## src/rtl/axis_cropper.sv

```systemverilog
// Crops a rectangular window out of an AXI4-Stream video stream; out-of-window pixels are consumed and dropped.
// Kept pixel reaches m_axis one cycle after acceptance; a two-entry skid with registered s_axis_tready absorbs output stalls.
module axis_cropper #(
  parameter int C_PIXEL_WIDTH = 8,
  parameter int C_WIDTH_BITS  = 12,
  parameter int C_HEIGHT_BITS = 12
) (
  input  logic                     clk,
  input  logic                     resetn,
  input  logic                     s_axis_tvalid,
  input  logic [C_PIXEL_WIDTH-1:0] s_axis_tdata,
  input  logic                     s_axis_tuser,
  input  logic                     s_axis_tlast,
  output logic                     s_axis_tready,
  input  logic [C_WIDTH_BITS-1:0]  s_width,
  input  logic [C_HEIGHT_BITS-1:0] s_height,
  input  logic [C_WIDTH_BITS-1:0]  win_left,
  input  logic [C_WIDTH_BITS-1:0]  win_width,
  input  logic [C_HEIGHT_BITS-1:0] win_top,
  input  logic [C_HEIGHT_BITS-1:0] win_height,
  output logic                     m_axis_tvalid,
  output logic [C_PIXEL_WIDTH-1:0] m_axis_tdata,
  output logic                     m_axis_tuser,
  output logic                     m_axis_tlast,
  input  logic                     m_axis_tready,
  output logic [C_WIDTH_BITS-1:0]  m_width,
  output logic [C_HEIGHT_BITS-1:0] m_height
);

  localparam int WX = C_WIDTH_BITS + 1;
  localparam int HX = C_HEIGHT_BITS + 1;

  localparam logic [1:0] ST_IDLE   = 2'd0;
  localparam logic [1:0] ST_ACTIVE = 2'd1;
  localparam logic [1:0] ST_DROP   = 2'd2;

  typedef struct packed {
    logic [C_PIXEL_WIDTH-1:0] dat;
    logic                     user;
    logic                     last;
  } beat_t;

  logic [1:0]               state;
  logic [C_WIDTH_BITS-1:0]  col, cfg_sw, cfg_left, cfg_wid;
  logic [C_HEIGHT_BITS-1:0] row, cfg_sh, cfg_top, cfg_hgt;
  logic                     sof_pend;

  logic                     sk_vld;
  beat_t                    sk_beat, in_beat;

  logic                     accept, keep, pop, win_ok, in_win, live, beat_last;
  logic [C_WIDTH_BITS-1:0]  sel_sw, sel_left, sel_wid, cur_col, nxt_col;
  logic [C_HEIGHT_BITS-1:0] sel_sh, sel_top, sel_hgt, cur_row, nxt_row;
  logic [WX-1:0]            avail_w, effw, col_end;
  logic [HX-1:0]            avail_h, effh, row_end;
  logic [1:0]               occ, occ_nxt;

  // A tuser beat is judged against the live config it is about to latch, not the stale one.
  always_comb begin
    accept   = s_axis_tvalid && s_axis_tready;
    sel_sw   = s_axis_tuser ? s_width    : cfg_sw;
    sel_left = s_axis_tuser ? win_left   : cfg_left;
    sel_wid  = s_axis_tuser ? win_width  : cfg_wid;
    sel_sh   = s_axis_tuser ? s_height   : cfg_sh;
    sel_top  = s_axis_tuser ? win_top    : cfg_top;
    sel_hgt  = s_axis_tuser ? win_height : cfg_hgt;
    cur_col  = s_axis_tuser ? '0 : col;
    cur_row  = s_axis_tuser ? '0 : row;

    win_ok = (sel_wid != '0) && (sel_hgt != '0) && (sel_left <= sel_sw) && (sel_top <= sel_sh);

    avail_w = {1'b0, sel_sw} + WX'(1) - {1'b0, sel_left};
    effw    = ({1'b0, sel_wid} < avail_w) ? {1'b0, sel_wid} : avail_w;
    col_end = {1'b0, sel_left} + effw;
    avail_h = {1'b0, sel_sh} + HX'(1) - {1'b0, sel_top};
    effh    = ({1'b0, sel_hgt} < avail_h) ? {1'b0, sel_hgt} : avail_h;
    row_end = {1'b0, sel_top} + effh;

    in_win = (cur_col >= sel_left) && ({1'b0, cur_col} < col_end) &&
             (cur_row >= sel_top)  && ({1'b0, cur_row} < row_end);
    live      = s_axis_tuser ? win_ok : (state == ST_ACTIVE);
    keep      = accept && live && in_win;
    beat_last = ({1'b0, cur_col} == col_end - WX'(1));

    nxt_col = s_axis_tlast ? '0 : ((&cur_col) ? cur_col : cur_col + C_WIDTH_BITS'(1));
    nxt_row = s_axis_tlast ? ((&cur_row) ? cur_row : cur_row + C_HEIGHT_BITS'(1)) : cur_row;

    in_beat.dat  = s_axis_tdata;
    in_beat.user = s_axis_tuser || sof_pend;
    in_beat.last = beat_last;

    pop     = m_axis_tvalid && m_axis_tready;
    occ     = {1'b0, m_axis_tvalid} + {1'b0, sk_vld};
    occ_nxt = occ;
    if (keep && !pop)
      occ_nxt = occ + 2'd1;
    else if (!keep && pop)
      occ_nxt = occ - 2'd1;
  end

  always_ff @(posedge clk) begin
    if (!resetn) begin
      state         <= ST_IDLE;
      col           <= '0;
      row           <= '0;
      cfg_sw        <= '0;
      cfg_left      <= '0;
      cfg_wid       <= '0;
      cfg_sh        <= '0;
      cfg_top       <= '0;
      cfg_hgt       <= '0;
      sof_pend      <= 1'b0;
      sk_vld        <= 1'b0;
      sk_beat       <= '0;
      m_axis_tvalid <= 1'b0;
      m_axis_tdata  <= '0;
      m_axis_tuser  <= 1'b0;
      m_axis_tlast  <= 1'b0;
      s_axis_tready <= 1'b0;
      m_width       <= '0;
      m_height      <= '0;
    end else begin
      if (accept) begin
        col <= nxt_col;
        row <= nxt_row;
        if (s_axis_tuser) begin
          cfg_sw   <= s_width;
          cfg_left <= win_left;
          cfg_wid  <= win_width;
          cfg_sh   <= s_height;
          cfg_top  <= win_top;
          cfg_hgt  <= win_height;
          state    <= win_ok ? ST_ACTIVE : ST_DROP;
          if (win_ok) begin
            m_width  <= C_WIDTH_BITS'(effw - WX'(1));
            m_height <= C_HEIGHT_BITS'(effh - HX'(1));
          end
        end
        if (keep)
          sof_pend <= 1'b0;
        else if (s_axis_tuser)
          sof_pend <= 1'b1;
      end

      // Head of the skid is the output register itself, so data only moves on pop or into an empty head.
      if (pop) begin
        if (sk_vld) begin
          {m_axis_tdata, m_axis_tuser, m_axis_tlast} <= sk_beat;
          if (keep)
            sk_beat <= in_beat;
          else
            sk_vld <= 1'b0;
        end else if (keep) begin
          {m_axis_tdata, m_axis_tuser, m_axis_tlast} <= in_beat;
        end else begin
          m_axis_tvalid <= 1'b0;
        end
      end else if (keep) begin
        if (!m_axis_tvalid) begin
          {m_axis_tdata, m_axis_tuser, m_axis_tlast} <= in_beat;
          m_axis_tvalid <= 1'b1;
        end else begin
          sk_beat <= in_beat;
          sk_vld  <= 1'b1;
        end
      end

      s_axis_tready <= (occ_nxt != 2'd2);
    end
  end

endmodule

```

## config.mk

```make
export PLATFORM = sky130hd
export DESIGN_NAME = axis_cropper
export DESIGN_NICKNAME = d
export VERILOG_FILES = /design/src/rtl/axis_cropper.sv
export SDC_FILE = /design/constraint.sdc
export NUM_CORES = 1
export LEC_CHECK = 0
export ABC_AREA = 1
export ABC_CLOCK_PERIOD_IN_PS = 7750
export BUFFER_PORTS_ARGS = -buffer_cell sky130_fd_sc_hd__clkbuf_2
export CAP_MARGIN = 20
export CORE_ASPECT_RATIO = 0.6
export CORE_UTILIZATION = 55
export CTS_CLUSTER_SIZE = 40
export DETAILED_ROUTE_END_ITERATION = 8
export PLACE_DENSITY = 0.75
export SKIP_CTS_REPAIR_TIMING = 1
export SLEW_MARGIN = 10
export SYNTH_ARGS = -nofsm -noshare
export SYNTH_HDL_FRONTEND = slang
export SYNTH_SLANG_ARGS = --single-unit
```

## constraint.sdc

```tcl
create_clock -name clk -period 7.75 [get_ports clk]
set_input_delay 0.3875 -clock clk [delete_from_list [all_inputs] [get_ports clk]]
set_output_delay 0.3875 -clock clk [all_outputs]
set_load 0.02 [all_outputs]
```

==> results of run 1 <==
## per-stage QoR
step	TNS (ns)	area, um^2	utilization [%]
2_1_floorplan	0	13200	-
3_3_place_gp	0	14300	61.2
3_5_place_dp	0	14300	61.2
4_1_cts	0	14900	63.7
5_1_grt	-0.0371	14900	63.9
6_report	0	14900	63.9
## worst reg2reg max path: cells and delay by family (launching register included)
kind / cells / cell delay [ns]
compound gates: 8 / 1.38
xor+xnor: 1 / 0.15
fa+ha+maj: 7 / 2.24
buf+inv: 4 / 0.55
flops: 1 / 0.31
simple gates: 22 / 2.22
## cell type report
| cell class | instances | area [um^2] |
|---|---|---|
| clock buffers | 17 | 425 |
| inverters | 289 | 1080 |
| repair buffers | 170 | 992 |
| clock inverters | 15 | 174 |
| well taps | 315 | 394 |
| multi-input cells | 1544 | 8920 |
| fillers | 2194 | 8430 |
| flip-flops and latches | 146 | 2920 |
## cell families after synthesis
family	after synthesis
buffers and inverters	351
AND/OR/NAND/NOR	928
AO/OA/AOI/OAI	403
XOR/XNOR	38
adder cells (fa/ha/maj)	175
flip-flops	146
## synth_stat cells (3+ instances only)
cell type and instances:
nand2_2 14, and3_1 3, nor3_1 27, o21ai_1 23, buf_6 8, xnor2_1 16
o221ai_1 4, nand4_1 34, or2_2 48, nor2_2 10, ha_1 169, inv_1 279
o21a_1 8, o31ai_1 3, a21o_1 6, xor2_1 21, o21bai_1 5, o211ai_1 13
nand3b_1 5, inv_2 6, clkinv_1 4, a31oi_1 9, a211oi_1 5, nand2_1 512
fa_1 6, a21oi_1 178, nand3_1 123, nand2_4 4, dfxtp_1 146, o21ai_0 125
o21ai_2 17, clkbuf_1 49, nor2_1 137
## report_power, final
part / switching [W] / internal, W
Sequential: 0.0000123 / 0.000776
Combinational: 0.00106 / 0.000541
Clock: 0.000389 / 0.000484
## sequential cells by signal, indices dropped and copies added, names as in the netlist, 10 cells and up
register and cells:
row 12, col 12, cfg_left 12, cfg_wid 12, cfg_sh 12, m_width 12
cfg_hgt 12, cfg_top 12, m_height 12, sk_beat 10, cfg_sw 12
## placed cells by master, fill, tap and decap left out, types with 5 or more instances in the layout
master     count
a211oi_1       5
a21o_1         6
a21oi_1      177
a31oi_1        9
buf_4         48
clkbuf_16     17
clkbuf_2     120
dfxtp_1      146
fa_1           6
ha_1         169
inv_1        278
inv_2          7
inv_6          5
nand2_1      510
nand2_2       16
nand3_1      123
nand3b_1       5
nand4_1       34
nor2_1       137
nor2_2        10
nor3_1        27
o211ai_1      13
o21a_1         8
o21ai_0      125
o21ai_1       23
o21ai_2       17
o21bai_1       5
or2_2         48
xnor2_1       16
xor2_1        19
## layer usage
metal	GRT usage (%)	up-vias	wire [um]
met5	0	-	0
met4	6.06	0	450
met3	13.4	37	5910
met2	45.1	634	15400
met1	53.6	6364	21000
li1	-	6923	-
## worst paths after layout
kind                                   end  cells past startpoint
worst max-delay path            sk_beat[3]                     43
worst min-delay path            sk_beat[9]                      3
worst max register to register  sk_beat[3]                     42
worst min register to register  sk_beat[4]                      2
==> impl_metrics.toml, run 1 <==
[worst_setup_path]
crit_top_cell = "nand2_1"
start_kind = "input port"
end_kind = "flop"
critical_path.startpoint = "s_axis_tuser"
crit_buf_inv = 5
r2r_start = "cfg_left[1]"
crit_required_ns = 8.12
max_stage_delay_ns = 0.44
crit_path_max_fanout = 118
slowest_stage = "buf_12"
reg2reg_slack_ns = 0.82
cp_top_family = "adder cells"
crit_type = "in -> reg"
cp.arrival_ns = 7.56

[clock_tree]
htreeDepth = 4
clock-sinks = 146
clock_latency_ns = 0.45
path_clk_slew_ns = 0.07
clockRootBuffer = "clkbuf_16"
cts_buffer_depth = 2
numCtsBuffers = 17
cts_tree = "done"

[detailed_routing]
finalWirelength_um = 42700
firstDrtPassIters = 6
drc = 0
vias = 13958
via_per_inst = 5.59
routedWlPerCell_um = 17.1
drt-initial-drc-count = 1628
antenna_left = 0

[hold_path]
hp-class = "in -> reg"
min_from = "s_axis_tdata[7]"

[synthesis]
synth-seq-cells = 146
synth_top_family_by_area = "simple AND/OR/NAND/NOR gates"
synthMuxAreaShare_pct = 0
synth_top_area_share_pct = 22.1
avgSynthCellArea_um2 = 6.47
synth_top_cell_by_area = "dfxtp_1"
ys_seq_area_share_pct = 22.1
async_reset_ff_share_pct = 0
syn_nets = 2302
synth_area_leaders = "dfxtp_1, ha_1, nand2_1"
synth_compound_area_share_pct = 17.0
synth_fa_ha_area_share_pct = 16.9
syn-cell-area_mm2 = 0.0132
netlist-cell-type-count = 50
synthXorXnorAreaFrac_pct = 2.66
ys.flop_type = "dfxtp_1"
synthSimpleGateAreaFrac_pct = 30.8
synth_edf_count = 0
synthCells = 2041
yosys_warnings = 0

[place]
port_buffers = 121
dpl.cell_count = 2463
finalWeightedCongestion = 1.02
dp_hpwl_um = 33300
dp_slack_ns = 0.205

[timing]
clock.fmax_mhz = 139
tightest_slew_ns = 1.08
hold_viol = 0
hold_ws_ns = 0.222
setup_viol = 0
slew_headroom_pct = 27.8
setup_ws_ns = 0.564
min_period_ns = 7.19
finalCritPeriodShare_pct = 92.7
fin_skew_ns = 0.0120
maxSlewViolCount = 0

[grt]
grt_max_degree = 119
antenna_found_initial = 1
grt_overflow = 0
grt_pass1_wl_um = 66800
grt_pass1_vias = 12379
gr-usage-all-layers_pct = 35.0

[floorplanning]
die_x_um = 202
die_area_mm2 = 0.0247
rows = 43
pin_count = 122
start_util_pct = 56.6
die_h_um = 122
core-area_mm2 = 0.0233

[cells_and_area]
syn2layout_area_growth_pct = 12.9
layout.nets = 2429
antenna_cells = 0
stdcell_count = 2496
final_layout_size_suffix_gt1_share_pct = 14.7

[power_and_ir_drop]
vdd_drop_max_mv = 0.187
p_per_area_mw_per_mm2 = 219
p_total_w = 0.00326
power.leakage_nw = 7.56

[status]
status = "complete, no violations"

[run]
cap_violations = 0
Note: power is estimated with default switching activity, not from simulation.
==> inputs of run 2 (changes only) <==
- ABC_AREA: 1 -> default
==> run 2 against run 1 <==
Compared with the run above:
- worst setup slack got worse by 1.1 ns
- final cell count down 8.2%
- register-to-register slack worse by 1.4 ns
- core utilization is 10 points higher
- combinational power shrank 6%
- critical path type is now reg -> reg
- die area fell by 2.6%
- wire length rose by 0.16%
- hold slack lost 0.064 ns
- critical path depth fell by 4
- the flow now finishes with violations (negative setup slack)
- synthesized cell count down 21%
- global-route usage grew 0.56 points
- count of clock-buffer cells in the layout increased by 1
==> impl_metrics.toml, run 2 <==
[status]
status = "complete, but fails checks"
violations = "negative setup slack"

[synthesis]
synth_top_area_share_pct = 22.7
synth_top_cell_by_area = "dfxtp_1"
synthCells = 1614
synth_edf_count = 0
synth-seq-cells = 146
yosys_warnings = 0
ys.flop_type = "dfxtp_1"
netlist-cell-type-count = 92
yosysMostFrequentCell = "nand2_1"
yosys-top-cells-count = "nand2_1, ha_1, a21oi_1"
synth_area_leaders = "dfxtp_1, ha_1, nand2_1"
syn_nets = 1875
ys_seq_area_share_pct = 22.7
syn-cell-area_mm2 = 0.0129
async_reset_ff_share_pct = 0
avgSynthCellArea_um2 = 7.98

[cells_and_area]
final_cell_mix = "buf_4, nand2_1, ha_1"
utilization_pct = 74.0
syn2layout_area_growth_pct = 29.2
layout.nets = 2232
final_layout_size_suffix_gt1_share_pct = 28.1
antenna_cells = 0
fill_cells = 1762
mostFrequentLayoutCell = "buf_4"

[timing]
fin_skew_ns = 0.0116
min_period_ns = 8.29
finalCritPeriodShare_pct = 107
maxSlewViolCount = 0
setup_ws_ns = -0.536
setup_viol = 24
tightest_slew_ns = 0.927
hold_viol = 0
rsz0062_at_grt = "yes"
clock.fmax_mhz = 121
setup_tns_ns = -10.41
slew_headroom_pct = 38.2

[detailed_routing]
finalWirelength_um = 42800
via_per_inst = 5.89
drc = 0
vias = 13491
routedWlPerCell_um = 18.7
firstDrtPassIters = 5
drt-initial-drc-count = 1245
antenna_left = 0

[floorplanning]
die_h_um = 121
pin_count = 122
die_x_um = 200
core-area_mm2 = 0.0225
rows = 42
die_area_mm2 = 0.0240
start_util_pct = 57.2

[place]
finalWeightedCongestion = 0.974
dp_hpwl_um = 33600
port_buffers = 121

[grt]
grt_pass1_vias = 12487
antenna_found_initial = 0
gr-usage-all-layers_pct = 35.6
grt_max_degree = 83
grt_overflow = 0
grt_pass1_wl_um = 65900

[worst_setup_path]
rr_worst_depth = 39
crit_cells = 39
slowest_stage = "or4b_4"
cp_top_family = "compound AO/OA/AOI/OAI gates"
crit_type = "reg -> reg"
crit_required_ns = 8.13
cp.arrival_ns = 8.67
crit_buf_inv = 3
start_kind = "flop"
max_stage_delay_ns = 0.66
crit_path_max_fanout = 6
end_kind = "flop"

[power_and_ir_drop]
power.leakage_nw = 8.03
p_per_area_mw_per_mm2 = 188
vdd_drop_max_mv = 0.175

[clock_tree]
path_clk_slew_ns = 0.07
numCtsBuffers = 17
clock_latency_ns = 0.46
htreeDepth = 4
clock-sinks = 146
cts_buffer_depth = 2
cts_tree = "done"
clockRootBuffer = "clkbuf_16"

[run]
cap_violations = 0

[hold_path]
hp-class = "in -> reg"
whs_path_depth = 3
==> run 2: changes by cell type after synthesis, moves of 27 or more <==
cell and delta:
nand2_1 -291, nand3_1 -89, mux2i_1 +81, or2_2 -37, mux2_2 +31, nor2b_1 +29, o21ai_0 -70, a21oi_1 -28
nor2_1 -27, inv_1 -180
==> run 2: cell type report <==
type | instances | area (um^2) | share of cell area (%)
inverter | 100 | 378 | 2.27
multi-input combinational | 1300 | 9570 | 57.5
timing repair buffer | 406 | 2790 | 16.8
clock buffer | 18 | 439 | 2.64
clock inverter | 14 | 145 | 0.873
tap | 308 | 385 | 2.32
sequential | 146 | 2930 | 17.6
==> run 2: power by group <==
part	internal (W)	total (W)	switching (W)
clock network	0.000462	0.000843	0.000382
logic	0.000709	0.00151	0.000798
registers	0.000771	0.000784	0.0000133
==> run 2: worst min-delay path: stages <==
cell and delay (ns):
clkbuf_2 0.09, nand2_1 0.05, a21oi_1 0.05
==> run 2: through the flow <==
step	total power (W)	area, um^2	hold slack, ns	instances	setup WS (ns)
after detailed placement	0.00222	15800	0.446	2250	-0.826
after CTS	0.00307	16400	0.144	2282	-0.443
after floorplan	0.00161	13100	0.434	1614	-0.948
after global routing	0.00329	16600	0.161	2292	-0.911
after global placement	0.00218	15800	0.439	2250	-0.671
final	0.00313	16600	0.158	2292	-0.536
==> run 2: layer usage <==
layer	vias up	routed length, um	track usage (%)
li1	6535	-	-
met1	6391	21200	54.1
met2	533	17200	49.6
met3	32	4000	9.68
met4	0	347	5.92
met5	-	0	0
==> run 2: cell families after synthesis <==
logic type                 after synthesis  share of synthesized area [%]
and+or+nand+nor                        542                           20.0
AOI/OAI and AO/OA                      402                           20.6
adders and majority gates              175                           17.4
buffers and inverters                  169                           5.10
DFF                                    146                           22.7
muxes                                  113                           9.19
xor gates and xnor gates                67                           5.05
==> run 2: path summary, 6_finish.rpt <==
path | startpoint | to | slack [ns]
min reg2reg | cfg_sh[11] | cfg_sh[11] | 0.45
max reg2reg | cfg_top[1] | sk_beat[1] | -0.54
min | win_left[0] | cfg_left[0] | 0.16
max | cfg_top[1] | sk_beat[1] | -0.54
==> inputs of run 3 (changes only) <==
- MAX_ROUTING_LAYER: default -> met4
==> run 3 against run 2 <==
Compared with the run above:
- the flow still finishes with violations (negative setup slack)
- sequential power is essentially flat
- register-to-register slack improved by 0.10 ns
- global-route usage up 1.4 points
==> impl_metrics.toml, run 3 (same netlist as run 2, synthesis figures left out) <==
[status]
status = "complete, but fails checks"
violations = "negative setup slack"

[worst_setup_path]
cp.arrival_ns = 8.50
end_kind = "flop"
slowest_stage = "or4b_4"
crit_path_max_fanout = 5
crit_type = "reg -> reg"
crit_top_cell = "a21oi_2"
start_kind = "flop"
max_stage_delay_ns = 0.54
crit_required_ns = 8.07

[grt]
grt_overflow = 0
gr-usage-all-layers_pct = 36.9
grt_pass1_vias = 12446
grt_max_degree = 83
grt_pass1_wl_um = 66300
antenna_found_initial = 0

[floorplanning]
start_util_pct = 57.2
die_area_mm2 = 0.0240
die_x_um = 200
pin_count = 122
core-area_mm2 = 0.0225
rows = 42
die_h_um = 121

[hold_path]
hp-class = "in -> reg"

[timing]
fin_skew_ns = 0.0113
clock.fmax_mhz = 122
hold_viol = 0
tightest_slew_ns = 0.905
maxSlewViolCount = 0
min_period_ns = 8.19
setup_viol = 23
finalCritPeriodShare_pct = 106
setup_tns_ns = -7.92
setup_ws_ns = -0.435
rsz0062_at_grt = "yes"
hold_ws_ns = 0.168
slew_headroom_pct = 39.7

[cells_and_area]
layout.nets = 2236
final_layout_size_suffix_gt1_share_pct = 27.5
antenna_cells = 0
mostFrequentLayoutCell = "buf_4"
final_cell_mix = "buf_4, nand2_1, ha_1"
utilization_pct = 73.6
syn2layout_area_growth_pct = 28.7

[clock_tree]
clock_latency_ns = 0.46
path_clk_slew_ns = 0.07
clock-sinks = 146
clockRootBuffer = "clkbuf_16"
cts_buffer_depth = 2
numCtsBuffers = 17
cts_tree = "done"
htreeDepth = 4

[detailed_routing]
routedWlPerCell_um = 18.7
via_per_inst = 5.86
drc = 0
drt-initial-drc-count = 1078
finalWirelength_um = 42900
antenna_left = 0
firstDrtPassIters = 5
vias = 13452

[place]
dp_hpwl_um = 34200
dp_slack_ns = -0.693
finalWeightedCongestion = 1.04
port_buffers = 121

[power_and_ir_drop]
p_total_w = 0.00314
vdd_drop_max_mv = 0.240
power.leakage_nw = 8.06
p_per_area_mw_per_mm2 = 190

[run]
cap_violations = 0
==> run 3: changes by cell type in the layout (fill, tap and decap cells not counted), moves of 3 or more <==
cell,delta
a21oi_1,+4
a21oi_2,-3
buf_4,+5
clkinv_8,+5
clkinvlp_4,-3
inv_6,-5
inv_8,+4
mux2i_1,+6
mux2i_2,-5
==> run 3: cell type report <==
cell class	instances	area (um^2)
Tap cell	308	385
Timing Repair Buffer	410	2810
Sequential cell	146	2920
Clock buffer	17	425
Clock inverter	15	184
Inverter	100	378
Fill cell	1808	5930
Multi-Input combinational cell	1300	9460
==> run 3: final timing paths <==
path | start | to | slack [ns] | cells past startpoint
hold reg to reg | cfg_top[2] | cfg_top[2] | 0.46 | 2
setup reg to reg | cfg_top[1] | sk_beat[5] | -0.44 | 39
setup / recovery | cfg_top[1] | sk_beat[5] | -0.44 | 39
hold / removal | win_left[4] | cfg_left[4] | 0.17 | 3
==> run 3: worst max-delay path, delay by kind of cell, from the launching register on <==
kind            cells  cell delay (ns)
buf+inv             4             0.37
compound gates     17             3.29
xor+xnor            2             0.28
flops               1             0.34
fa+ha+maj           6             1.62
mux                 3             0.53
simple gates        7             1.60
==> run 3: per-stage QoR <==
step                      area, um^2  cells
after floorplan                13100   1614
after CTS                      16500   2291
final                          16600   2296
after detailed placement       15900   2259
after global placement         15900   2259
after global routing           16600   2296
==> run 3: layer usage <==
layer | up-vias | routed length [um] | GRT usage, %
met5 | - | 0 | -
met4 | 0 | 519 | 7.78
met3 | 42 | 4310 | 12.1
met2 | 532 | 16500 | 48.2
met1 | 6345 | 21600 | 54.0
li1 | 6533 | - | -
==> run 3: report_power, final <==
part / internal [W] / switching [W]
Clock: 0.000438 / 0.000422
Combinational: 0.000705 / 0.000792
Sequential: 0.000771 / 0.0000130
